===== src/rtl/mem_port_arbiter.sv =====
// Two-port arbiter in front of the single cache_ctrl user port.
// Issues one-cycle enable pulses, holds address/data/mask until m_busy drops, then acks the owner.
`timescale 1ns / 1ps
module mem_port_arbiter #(
    parameter int unsigned FIXED_PRIO  = 0,
    parameter int unsigned TIMEOUT_CYC = 4096
) (
    input  logic        clk,
    input  logic        rst_x,
    input  logic        c0_rd_en,
    input  logic        c0_wr_en,
    input  logic [31:0] c0_addr,
    input  logic [31:0] c0_wdata,
    input  logic [3:0]  c0_mask,
    output logic        c0_ack,
    output logic [31:0] c0_rdata,
    input  logic        c1_rd_en,
    input  logic        c1_wr_en,
    input  logic [31:0] c1_addr,
    input  logic [31:0] c1_wdata,
    input  logic [3:0]  c1_mask,
    output logic        c1_ack,
    output logic [31:0] c1_rdata,
    output logic        m_rd_en,
    output logic        m_wr_en,
    output logic [31:0] m_addr,
    output logic [31:0] m_wdata,
    output logic [3:0]  m_mask,
    input  logic [31:0] m_rdata,
    input  logic        m_busy,
    output logic        o_grant,
    output logic        o_timeout,
    output logic [1:0]  o_state
);

    localparam int unsigned CntW = $clog2(TIMEOUT_CYC + 1);
    localparam logic [CntW-1:0] CntMax = CntW'(TIMEOUT_CYC);

    typedef enum logic [1:0] {
        StIdle  = 2'd0,
        StIssue = 2'd1,
        StWait  = 2'd2
    } state_e;

    state_e            state_q, state_d;
    logic              rd_en_q, rd_en_d;
    logic              wr_en_q, wr_en_d;
    logic [31:0]       addr_q, addr_d;
    logic [31:0]       wdata_q, wdata_d;
    logic [3:0]        mask_q, mask_d;
    logic              grant_q, grant_d;
    logic              last_q, last_d;
    logic              timeout_q, timeout_d;
    logic [CntW-1:0]   cnt_q, cnt_d;

    logic              req0, req1;
    logic              done;
    logic              ack0, ack1;
    logic              elig0, elig1;
    logic              winner;
    logic              launch;
    logic              sel_wr;
    logic [31:0]       sel_addr, sel_wdata;
    logic [3:0]        sel_mask;

    assign req0 = c0_rd_en | c0_wr_en;
    assign req1 = c1_rd_en | c1_wr_en;

    // Completion cycle: first busy-low cycle after the issue cycle.
    assign done = (state_q == StWait) && !m_busy;
    assign ack0 = done && !grant_q;
    assign ack1 = done && grant_q;

    // The port being acked this cycle still holds its old request; it must not win again.
    assign elig0 = req0 && !ack0;
    assign elig1 = req1 && !ack1;

    always_comb begin
        winner = 1'b0;
        if (elig0 && elig1) begin
            winner = (FIXED_PRIO != 0) ? 1'b0 : ~last_q;
        end else begin
            winner = elig1;
        end
    end

    assign launch = !m_busy && (state_q != StIssue) && (elig0 || elig1);

    // A port raising both enables is treated as a write.
    assign sel_wr    = winner ? c1_wr_en : c0_wr_en;
    assign sel_addr  = winner ? c1_addr  : c0_addr;
    assign sel_wdata = winner ? c1_wdata : c0_wdata;
    assign sel_mask  = winner ? c1_mask  : c0_mask;

    always_comb begin
        state_d   = state_q;
        rd_en_d   = 1'b0;
        wr_en_d   = 1'b0;
        addr_d    = addr_q;
        wdata_d   = wdata_q;
        mask_d    = mask_q;
        grant_d   = grant_q;
        last_d    = last_q;
        timeout_d = timeout_q;
        cnt_d     = cnt_q;

        case (state_q)
            StIdle: begin
                if (launch) begin
                    state_d = StIssue;
                end
            end
            StIssue: begin
                cnt_d   = '0;
                state_d = StWait;
            end
            StWait: begin
                if (m_busy) begin
                    if (cnt_q != CntMax) begin
                        cnt_d = cnt_q + CntW'(1);
                        if (cnt_q + CntW'(1) == CntMax) begin
                            timeout_d = 1'b1;
                        end
                    end
                end else if (launch) begin
                    state_d = StIssue;
                end else begin
                    state_d = StIdle;
                end
            end
            default: begin
                state_d = StIdle;
            end
        endcase

        if (launch && (state_q != StIssue)) begin
            rd_en_d = ~sel_wr;
            wr_en_d = sel_wr;
            addr_d  = sel_addr;
            wdata_d = sel_wdata;
            mask_d  = sel_mask;
            grant_d = winner;
            last_d  = winner;
        end
    end

    always_ff @(posedge clk or negedge rst_x) begin
        if (!rst_x) begin
            state_q   <= StIdle;
            rd_en_q   <= 1'b0;
            wr_en_q   <= 1'b0;
            addr_q    <= '0;
            wdata_q   <= '0;
            mask_q    <= '0;
            grant_q   <= 1'b0;
            last_q    <= 1'b1;
            timeout_q <= 1'b0;
            cnt_q     <= '0;
        end else begin
            state_q   <= state_d;
            rd_en_q   <= rd_en_d;
            wr_en_q   <= wr_en_d;
            addr_q    <= addr_d;
            wdata_q   <= wdata_d;
            mask_q    <= mask_d;
            grant_q   <= grant_d;
            last_q    <= last_d;
            timeout_q <= timeout_d;
            cnt_q     <= cnt_d;
        end
    end

    assign c0_ack    = ack0;
    assign c1_ack    = ack1;
    assign c0_rdata  = m_rdata;
    assign c1_rdata  = m_rdata;
    assign m_rd_en   = rd_en_q;
    assign m_wr_en   = wr_en_q;
    assign m_addr    = addr_q;
    assign m_wdata   = wdata_q;
    assign m_mask    = mask_q;
    assign o_grant   = grant_q;
    assign o_timeout = timeout_q;
    assign o_state   = state_q;

endmodule

===== config.mk =====
export PLATFORM = sky130hd
export DESIGN_NAME = mem_port_arbiter
export DESIGN_NICKNAME = d
export VERILOG_FILES = /design/src/rtl/mem_port_arbiter.sv
export SDC_FILE = /design/constraint.sdc
export NUM_CORES = 1
export LEC_CHECK = 0
export ABC_AREA = 0
export CAP_MARGIN = 20
export CELL_PAD_IN_SITES_DETAIL_PLACEMENT = 1
export CELL_PAD_IN_SITES_GLOBAL_PLACEMENT = 1
export CORE_UTILIZATION = 28
export DETAILED_ROUTE_END_ITERATION = 10
export PLACE_DENSITY_LB_ADDON = 0.1
export SLEW_MARGIN = 10
export SYNTH_ARGS = -nofsm -noshare
export SYNTH_HDL_FRONTEND = slang
export SYNTH_SLANG_ARGS = --single-unit

===== constraint.sdc =====
create_clock -name clk -period 4.9 [get_ports clk]
set_clock_uncertainty 0.2 [all_clocks]
set_input_delay 1.225 -clock clk [delete_from_list [all_inputs] [get_ports clk]]
set_output_delay 1.225 -clock clk [all_outputs]
set_load 0.1 [all_outputs]

==> flow_summary.toml <==
[finish]
final_cell_mix = "215 x clkdlybuf4s50_1, 87 x dfrtp_1, 82 x nand2_1"
drive_gt1_share_pct = 7.05
area_growth_pct = 41.8
fillerInstances = 1949
fin_cells = 863
num_antenna_cells = 0
postLayoutCellArea_mm2 = 0.00702
final_common_cell = "clkdlybuf4s50_1"
final_util_pct = 40.6
nets = 812

[grt]
antenna_found_initial = 0
grt_overflow = 0
grt_pass1_vias = 4059
grt.total_usage_pct = 15.8
grt_first_pass_wirelength_um = 22100
grt_max_degree = 94

[timing]
setup_viol = 0
post-route-min-period_ns = 3.89
maxSlewHeadroom_pct = 30.2
max_clock_freq_mhz = 257
hold_viol = 0
whs_ns = 0.278
worst_slew_pin_slew_ns = 1.04
rsz0062_at_grt = "false"
fin_setup_tns_ns = 0
min_period_over_period_pct = 79.4
finalMaxSlewViolations = 0

[clock_tree]
insertion_delay_ns = 0.34
cts_setup_buffers = 0
clkSinkCount = 88
clock_path_buffers = 2
cts_hold_buf = 0
numCtsBuffers = 9
path_clk_slew_ns = 0.06
cts_resized = 0
cts_tree = "built"
htree_num_levels = 3
cts_root_buf = "clkbuf_16"

[logic_synthesis]
syn_inst = 489
synth_warnings = 0
syn_nets = 666
syn_area_per_cell_um2 = 10.1
ys_seq_area_share_pct = 44.5
synth.cell_area_mm2 = 0.00495
synthFlopType = "dfrtp_1"
async_reset_ff_share_pct = 100
synth_edf_count = 0
yosysUniqueCellTypes = 46
ys_seq_elements = 88

[route]
antenna_left = 0
vias_per_cell = 4.58
drt_wl_total_um = 14400
wl_per_cell_um = 16.7
drt_iter0_drc = 100
detail_route.first_pass.iterations = 4
num_vias = 3952
detail_route.drc_violations = 0

[critical_path]
required_ns = 3.47
reg2reg_depth = 6
crit_arrival_ns = 2.47
start_kind = "primary input"
end_kind = "output pin"
crit_path_max_fanout = 6
path_class = "primary input to output pin"

[power_and_ir_drop]
ir_worst_vdd_mv = 0.295
p_leak_nw = 3.04
powerDensity_mw_per_mm2 = 597

[placed_design]
place_area_mm2 = 0.00674
dp_cells = 849
hpwlAfterDp_um = 10700
portBuffers = 218
gp_congestion = 0.737

[floorplan]
num_io_pins = 315
core_mm2 = 0.0173
dieHeight_um = 135
start_util_pct = 28.6
die_x_um = 135
dieArea_mm2 = 0.0182
rows = 48

[job]
maxCapViolCount = 0

[min_path]
holdPathStages = 2
hold_class = "flip-flop to flip-flop"

[run_status]
outcome = "finished, final reports clean"
## stage by stage
stage / setup slack (ns) / total power [mW]
final: 1.01 / 4.19
after global placement: 1.04 / 3.52
after global routing: 0.904 / 4.37
after CTS: 0.985 / 4.26
after detailed placement: 0.991 / 3.54
after floorplan: 0.399 / 3.22
## power by group
group	leakage, nW	internal, mW	switching (mW)
logic	1.80	0.642	1.83
clock network	0.141	0.404	0.288
registers	1.10	0.921	0.112
total	3.04	1.97	2.23
## cell families (layout without fill, tap and decap cells)
kind of cell             count (synthesis)  in the layout  share of synthesized area, %
multiplexers                            74             74                          15.0
AND/OR/NAND/NOR                        131            131                          12.6
XOR/XNOR                                 3              3                         0.531
flip-flops                              88             88                          44.5
adder cells (fa/ha/maj)                  2              2                         0.505
AO/OA/AOI/OAI                           96             96                          11.5
buffers and inverters                   95            244                          15.4
## synthesized netlist by cell type, types with 2 or more instances
cell type  number  share of area, %
buf_12          8               3.2
o31ai_1         2              0.30
ha_1            2              0.51
nor3_1          7              0.71
and3_1          6              0.76
o21ai_2        13               2.3
and4_1          2              0.35
or3_1           2              0.25
a21oi_1         8              0.81
dfrtp_1        87                44
xnor2_1         2              0.35
clkbuf_1        5              0.38
and2_1          3              0.38
mux2i_1        72                15
o21ai_1        66               6.7
buf_4          65               9.9
nand4_1         3              0.38
nand3_1         7              0.71
inv_1           6              0.45
nand2_1        82               6.2
buf_2           9              0.91
nor2_1          7              0.53
mux2_1          2              0.45
## critical path, stage by stage
cell and delay, ns:
clkdlybuf4s50_1 0.51, nor4b_2 0.38, buf_4 0.36
## layer usage
| metal | up-vias | part of all wire, % | track usage (%) |
|---|---|---|---|
| met1 | 1864 | 43 | 19.3 |
| met3 | 24 | 7.2 | 4.80 |
| li1 | 1910 | - | - |
| met4 | 0 | 1.7 | 5.49 |
| met5 | - | 0 | 0 |
| met2 | 154 | 48 | 26.3 |
## final cells by class
cell class | count | area, um2 | share of cell area (%)
timing repair buffer | 224 | 2230 | 31.8
sequential | 88 | 2200 | 31.4
multi-input combinational | 306 | 2000 | 28.4
tap | 225 | 282 | 4.01
clock buffer | 11 | 243 | 3.46
clock inverter | 3 | 43.8 | 0.623
inverter | 6 | 22.5 | 0.321
## path summary, 6_finish.rpt
check	start	to	slack, ns
min	m_wdata[14]	m_wdata[14]	0.28
min reg2reg	m_wdata[14]	m_wdata[14]	0.28
max in group asynchronous	rst_x	cnt_q[7]	2.82
max reg2reg	o_state[0]	m_rd_en	2.39
min in group asynchronous	rst_x	m_addr[6]	0.80
max	m_busy	c0_ack	1.01
## flip-flops by register name, indices dropped and copies added (netlist names)
name / flops
m_rd_en: 1
o_grant: 1
last_q: 1
cnt_q: 13
m_mask: 4
m_addr: 32
o_state: 2
m_wdata: 32
m_wr_en: 1
o_timeout: 1
Note: power is estimated with default switching activity, not from simulation.
